<file path="src/rtl/nbit_addsub_serial.sv">
// nbit_addsub_serial: digit-serial N-bit adder/subtractor, one K-bit digit per clock, LSB first,
// with valid/ready handshakes and carry/borrow, signed-overflow and zero flags.
module nbit_addsub_serial #(
  parameter int N = 32,
  parameter int K = 8
) (
  input  logic         clk,
  input  logic         rst,
  input  logic         in_valid,
  output logic         in_ready,
  input  logic [N-1:0] a,
  input  logic [N-1:0] b,
  input  logic         mode,
  input  logic         ci,
  output logic         out_valid,
  input  logic         out_ready,
  output logic [N-1:0] d,
  output logic         co,
  output logic         ovf,
  output logic         zero
);
  localparam int ND = N / K;
  localparam int CW = ND > 1 ? $clog2(ND) : 1;
  localparam logic [CW-1:0] LAST = CW'(ND - 1);
  typedef enum logic [1:0] {IDLE, RUN, DONE} state_t;
  state_t state_q, state_d;
  logic [N-1:0] a_q, a_d, b_q, b_d, d_q, d_d;
  logic [CW-1:0] cnt_q, cnt_d;
  logic mode_q, mode_d, chain_q, chain_d, co_q, co_d, ovf_q, ovf_d, zero_q, zero_d;
  logic [K-1:0] bx;
  logic [K:0] sum;
  logic cout;
  // Operands shift right one digit per cycle, so the live digit is always [K-1:0]
  // and on the last digit a_q[K-1]/b_q[K-1] are the original sign bits.
  always_comb begin
    bx = mode_q ? ~b_q[K-1:0] : b_q[K-1:0];
    sum = {1'b0, a_q[K-1:0]} + {1'b0, bx} + {{K{1'b0}}, chain_q ^ mode_q};
    cout = sum[K] ^ mode_q;
    state_d = state_q;
    a_d = a_q;
    b_d = b_q;
    d_d = d_q;
    cnt_d = cnt_q;
    mode_d = mode_q;
    chain_d = chain_q;
    co_d = co_q;
    ovf_d = ovf_q;
    zero_d = zero_q;
    case (state_q)
      IDLE: if (in_valid) begin
        a_d = a;
        b_d = b;
        mode_d = mode;
        chain_d = ci;
        cnt_d = '0;
        state_d = RUN;
      end
      RUN: begin
        a_d = a_q >> K;
        b_d = b_q >> K;
        d_d = (d_q >> K) | (N'(sum[K-1:0]) << (N - K));
        chain_d = cout;
        cnt_d = cnt_q + 1'b1;
        if (cnt_q == LAST) begin
          co_d = cout;
          ovf_d = ((a_q[K-1] ~^ b_q[K-1]) ^ mode_q) & (sum[K-1] ^ a_q[K-1]);
          zero_d = d_d == '0;
          state_d = DONE;
        end
      end
      DONE: state_d = out_ready ? IDLE : DONE;
      default: state_d = IDLE;
    endcase
  end
  always_ff @(posedge clk) begin
    if (rst) begin
      state_q <= IDLE;
      a_q <= '0;
      b_q <= '0;
      d_q <= '0;
      cnt_q <= '0;
      mode_q <= 1'b0;
      chain_q <= 1'b0;
      co_q <= 1'b0;
      ovf_q <= 1'b0;
      zero_q <= 1'b0;
    end else begin
      state_q <= state_d;
      a_q <= a_d;
      b_q <= b_d;
      d_q <= d_d;
      cnt_q <= cnt_d;
      mode_q <= mode_d;
      chain_q <= chain_d;
      co_q <= co_d;
      ovf_q <= ovf_d;
      zero_q <= zero_d;
    end
  end
  assign in_ready = state_q == IDLE;
  assign out_valid = state_q == DONE;
  assign d = d_q;
  assign co = co_q;
  assign ovf = ovf_q;
  assign zero = zero_q;
endmodule

</file>
<file path="config.mk">
export PLATFORM = sky130hd
export DESIGN_NAME = nbit_addsub_serial
export DESIGN_NICKNAME = d
export VERILOG_FILES = /design/src/rtl/nbit_addsub_serial.sv
export SDC_FILE = /design/constraint.sdc
export NUM_CORES = 1
export LEC_CHECK = 0
export ABC_AREA = 1
export CAP_MARGIN = 10
export CELL_PAD_IN_SITES_DETAIL_PLACEMENT = 0
export CELL_PAD_IN_SITES_GLOBAL_PLACEMENT = 1
export CORE_UTILIZATION = 36
export CTS_CLUSTER_DIAMETER = 80
export DETAILED_ROUTE_END_ITERATION = 8
export GPL_TIMING_DRIVEN = 0
export MAX_ROUTING_LAYER = met4
export PLACE_DENSITY = 0.77
export SETUP_SLACK_MARGIN = 0.15
export SLEW_MARGIN = 15
export SYNTH_ARGS = -nofsm -noshare
export SYNTH_HDL_FRONTEND = slang
export SYNTH_SLANG_ARGS = --single-unit
export TNS_END_PERCENT = 5
</file>
<file path="constraint.sdc">
create_clock -name clk -period 2.85 [get_ports clk]
set_clock_uncertainty 0.15 [all_clocks]
set_input_delay 0.57 -clock clk [delete_from_list [all_inputs] [get_ports clk]]
set_output_delay 0.57 -clock clk [all_outputs]
set_load 0.02 [all_outputs]
</file>
After elaboration in Yosys (flattened, before gate mapping)
Index checks and enable logic that the tools add are counted.
{"block": "totals", "ff_bits": 105, "inputBits": 70}
{"block": "classes", "bitwise": 8, "n_mux": 13, "addsub": 3, "reduce_logical": 7, "n_eq_ne": 5}
{"operator": "32-bit one-hot mux with 2 select lines", "count": 2}
{"operator": "32-bit 2-to-1 mux", "count": 2}
{"operator": "32-bit zero test", "count": 1}
{"operator": "24-bit by 32-bit bitwise OR with 32-bit output", "count": 1}
{"operator": "8-bit by 8-bit adder with 9-bit output", "count": 1}
{"operator": "9-bit by 1-bit adder with 9-bit output", "count": 1}
{"operator": "2-bit 2-to-1 mux", "count": 4}
{"operator": "8-bit 2-to-1 mux", "count": 1}
{"operator": "8-bit inverter", "count": 1}
{"operator": "2-bit AND reduction", "count": 4}
{"operator": "2-bit one-hot mux with 3 select lines", "count": 1}
{"operator": "2-bit == test, second input constant", "count": 2}
{"operator": "2-bit inequality test, second input constant", "count": 2}
{"operator": "2-bit one-hot mux with 2 select lines", "count": 1}
{"operator": "1-bit bitwise XOR", "count": 4}
{"operator": "2-bit by 1-bit adder with 2-bit output, second input constant", "count": 1}
{"operator": "2-bit by 1-bit == test with 1-bit output, second input constant", "count": 1}
{"operator": "2-bit zero test", "count": 1}
{"operator": "1-bit one-hot mux with 2 select lines", "count": 1}
{"operator": "2-bit nonzero test", "count": 1}
{"operator": "1-bit bitwise AND", "count": 1}
{"operator": "1-bit 2-to-1 mux", "count": 1}
{"operator": "1-bit XNOR", "count": 1}

Depth between registers and ports, before layout
Gate-level depths: netlist (run 1).
{"block": "logic_depth", "word_depth": 6, "depth_mapped": 13, "mapped_depth_nobuf": 12}

Worst setup path after synthesis (run 1)
No wires, ideal clock.
{"block": "synth_timing", "path_kind": "reg-to-reg", "from": "reg mode_q", "to": "reg zero_q (netlist: zero)", "path_buffers": 1, "setup_slack_ns": 0.494, "arrival_time_ns": 2.136, "path_stages_with_launch": 14, "required_ns": 2.630, "synth_period_minus_slack_ns": 2.356, "path_cell_list": "dfxtp_1 buf_2 xor2_1 fa_1 fa_1 inv_1 nand2_1 nand2_1 nand2_1 nor2_1 nand3_1 nor2_1 nand4_1 a21oi_1"}
{"block": "synth_between", "elab_chain_cells": 5}
{"element": "start, declared", "line": "29", "source": "logic mode_q, mode_d, chain_q, chain_d, co_q, co_d, ovf_q, ovf_d, zero_q, zero_d;"}
{"element": "start signal, assigned", "line": "93", "source": "mode_q <= mode_d;"}
{"element": "8-bit 2-to-1 mux", "line": "36", "source": "bx = mode_q ? ~b_q[K-1:0] : b_q[K-1:0];"}
{"element": "8-bit by 8-bit adder with 9-bit output", "line": "37", "source": "sum = {1'b0, a_q[K-1:0]} + {1'b0, bx} + {{K{1'b0}}, chain_q ^ mode_q};"}
{"element": "9-bit by 1-bit adder with 9-bit output (*)", "line": "37"}
{"element": "24-bit by 32-bit bitwise OR with 32-bit output (*)", "line": "61", "source": "d_d = (d_q >> K) | (N'(sum[K-1:0]) << (N - K));"}
{"element": "32-bit zero test (*)", "line": "67", "source": "zero_d = d_d == '0;"}
{"element": "end signal, assigned", "line": "97", "source": "zero_q <= zero_d;"}
{"element": "end, declared", "line": "29"}
Mark *: on every way between the ends. The rest lies on a longest branch, timed or not.
A chain may end at the register's enable or synchronous reset.

Final worst setup path (run 1)
Ends and elaborated chain as after synthesis.

==> results_dict.tcl, run 1 <==
set metrics [dict create \
    synth_fa_ha_area_share_pct 3.01 \
    syn-cell-area_mm2 0.00465 \
    intPower_mw 2.70 \
    drt_iter0_drc 258 \
    crit_fanout 10 \
    yosysWarnings 0 \
    synth-seq-area-share_pct 45.2 \
    crit_arrival_ns 2.59 \
    path_class "reg -> reg" \
    path_clk_slew_ns 0.07 \
    drt_wl_total_um 13300 \
    yosysUniqueCellTypes 29 \
    power_density_mw_per_mm2 647 \
    vias_per_cell 4.93 \
    p_sw_share_pct 32.8 \
    dr.pass1.iters 6 \
    setup_tns_ns 0 \
    layout.cells.non_filler 918 \
    io_buffers 105 \
    leakage_nw 2.51 \
    synth_top_family_by_area "compound AO/OA/AOI/OAI gates" \
    cp_cell_sequence "buf_6 > xor2_1 > fa_2 > fa_2 > inv_1 > nand2_1 > nand2_2 > nand2_1 > nor2_1 > nand3_1 > nor2_2 > nand4_1 > a21oi_1" \
    gp_congestion 0.863 \
    hold_buffers 0 \
    finalHoldViolations 0 \
    rows 41 \
    synthMuxAreaShare_pct 0 \
    critPathLaunchType "flip-flop" \
    grt_max_degree 18 \
    endpoint_kind "flip-flop" \
    clock_latency_ns 0.35 \
    fmax_ghz 0.406 \
    yosys.area_share.simple_pct 20.6 \
    finalMaxSlewViolations 0 \
    vias 4526 \
    antenna_found_initial 0 \
    nNetsFinal 822 \
    worstPathRequired_ns 2.98 \
    rsz0062_at_grt "no" \
    seqPwrFrac_pct 43.6 \
    grt_pass1_vias 4426 \
    cts-root-buf "clkbuf_16" \
    initial_core_util_pct 36.8 \
    syn_area_per_cell_um2 7.43 \
    hold_path_class "reg -> reg" \
    drive_above_1_share_pct 6.84 \
    die_area_mm2 0.0134 \
    placed_cells 903 \
    period_minus_slack_ns 2.46 \
    peakVddDrop_mv 0.354 \
    slowest_delay_ns 0.44 \
    finalSetupViolCount 0 \
    clockPowerShare_pct 28.7 \
    status "completed" \
    postSynthRegisterBits 105 \
    post_synth_inst_count 626 \
    syn_nets 706 \
    grt_pass1_wl_um 21700 \
    clkSinkCount 105 \
    fp.dieH_um 116 \
    clk_path_buf_depth 2 \
    synth-xor-area-share_pct 1.88 \
    slew_headroom_pct 58.2 \
    hpwl_um 10400 \
    cts_tree "done" \
    pwr-share-comb_pct 27.7 \
    finalCritPeriodShare_pct 86.5 \
    critical-path-slowest-cell "fa_2" \
    diodes 0 \
    drv_cap 0 \
    num-fill-cells 1297 \
    numCtsBuffers 9 \
    power.switching_mw 1.32 \
    overflow 0 \
    areaGrowthSynthToFinish_pct 33.3 \
    ant_nets 0 \
    grt.total_usage_pct 21.9 \
    synth_compound_area_share_pct 21.1 \
    h-tree-depth 3 \
    die_w_um 116 \
    coreArea_mm2 0.0126 \
    drcViolationCount 0 \
    wl_per_cell_um 14.5 \
    ioPinCount 107 \
    tightest_slew_ns 0.626 \
]
## per-layer routing
| metal | wire [um] | track usage, % | part of all wire [%] | vias up |
|---|---|---|---|---|
| met5 | 0 | - | 0 | - |
| met4 | 205 | 5.81 | 1.5 | 0 |
| met3 | 493 | 4.55 | 3.7 | 14 |
| met2 | 6220 | 35.6 | 47 | 103 |
| met1 | 6380 | 27.8 | 48 | 2090 |
| li1 | - | - | - | 2319 |
## cell usage after synthesis (all sizes together)
cell | count | area (um2)
xnor2 | 1 | 8.76
fa | 2 | 40.0
dfxtp | 105 | 2100
o311ai | 1 | 8.76
nor2 | 40 | 171
clkinv | 1 | 3.75
o211ai | 4 | 30.0
nand3b | 3 | 22.5
a21oi | 47 | 235
a31oi | 48 | 300
nand2 | 181 | 684
o21a | 1 | 7.51
buf | 17 | 123
inv | 38 | 150
clkbuf | 25 | 101
nand3 | 9 | 45.0
nand4 | 5 | 31.3
ha | 8 | 100
nor3 | 1 | 5.00
xor2 | 9 | 78.8
o21ai | 80 | 400
## per-stage QoR
stage / worst slack [ns] / total power, mW / hold slack, ns / instance area, um2 / util [%]
CTS: 0.259 / 4.03 / 0.314 / 6180 / 49.0
detailed placement: 0.284 / 2.88 / 0.306 / 5920 / 46.9
global placement: 0.295 / 2.87 / 0.298 / 5920 / 46.9
finish: 0.386 / 4.01 / 0.312 / 6200 / 49.1
floorplan: 0.494 / 2.45 / 0.283 / 4650 / -
global route: 0.162 / 4.27 / 0.324 / 6200 / 49.1
## power by group through the flow
| stage | sequential, mW | combinational, mW | clock [mW] |
|---|---|---|---|
| finish | 1.75 | 1.11 | 1.15 |
| global route | 1.77 | 1.25 | 1.24 |
| CTS | 1.75 | 1.11 | 1.17 |
| detailed placement | 1.78 | 1.10 | 0 |
| global placement | 1.78 | 1.09 | 0 |
| floorplan | 1.81 | 0.639 | 0 |
## placed cells by master (no fill, tap or decap), types with 6 or more instances in the layout
| cell type | count |
|---|---|
| a21oi_1 | 47 |
| a31oi_1 | 48 |
| buf_2 | 7 |
| clkbuf_1 | 19 |
| clkbuf_16 | 9 |
| clkbuf_2 | 6 |
| clkdlybuf4s50_1 | 105 |
| dfxtp_1 | 105 |
| ha_1 | 8 |
| inv_1 | 34 |
| nand2_1 | 178 |
| nand3_1 | 9 |
| nor2_1 | 36 |
| o21ai_0 | 80 |
| xor2_1 | 9 |
## state kept, by name, summed over array words and instances, names as in the netlist
register / flops
mode_q: 1
ovf: 1
b_q: 32
state_q: 2
cnt_q: 2
chain_q: 1
d: 32
a_q: 32
zero: 1
co: 1
## cell families (layout without fill, tap and decap cells)
| logic type | count (synthesis) | count (layout) |
|---|---|---|
| adders and majority gates | 10 | 10 |
| xor gates and xnor gates | 10 | 10 |
| and+or+nand+nor | 239 | 239 |
| DFF | 105 | 105 |
| AOI/OAI and AO/OA | 181 | 181 |
| buffers and inverters | 81 | 201 |
## worst paths after layout
kind | slack (ns) | end | start | depth (start not counted)
max | 0.39 | zero$_SDFFE_PP0P_ | mode_q$_SDFFE_PP0P_ | 13
min | 0.31 | cnt_q[0]$_SDFFE_PP0P_ | cnt_q[0]$_SDFFE_PP0P_ | 1
max reg2reg | 0.39 | zero$_SDFFE_PP0P_ | mode_q$_SDFFE_PP0P_ | 13
min reg2reg | 0.31 | cnt_q[0]$_SDFFE_PP0P_ | cnt_q[0]$_SDFFE_PP0P_ | 1
## worst max-delay path: cells and delay by family, from the launching register on
kind,cells,cell delay [ns]
XOR/XNOR,1,0.18
AO/OA/AOI/OAI,1,0.12
adder cells (fa/ha/maj),2,0.87
flip-flops,1,0.33
AND/OR/NAND/NOR,7,0.54
buffers and inverters,2,0.21
## layout make-up
type / count / area (um2) / area share, %
multi-input cells: 440 / 2180 / 35.2
clock buffers: 9 / 225 / 3.63
plain buffers: 42 / 230 / 3.71
repair buffers: 105 / 1050 / 17.0
flip-flops and latches: 105 / 2100 / 33.9
well taps: 172 / 215 / 3.47
clock inverters: 6 / 42.5 / 0.686
inverters: 39 / 154 / 2.48
## repair_timing
action	in CTS	in global routing
resized for setup	0	7
setup endpoints to repair	0	3
buffers inserted	0	0
(Power assumes the default switching activity.)
==> run 2, diff against run 1 <==
Settings changed: CAP_MARGIN 10 to 20.
==> results of run 2 <==
Final layout, timing and power as in run 1 (identical DEF).
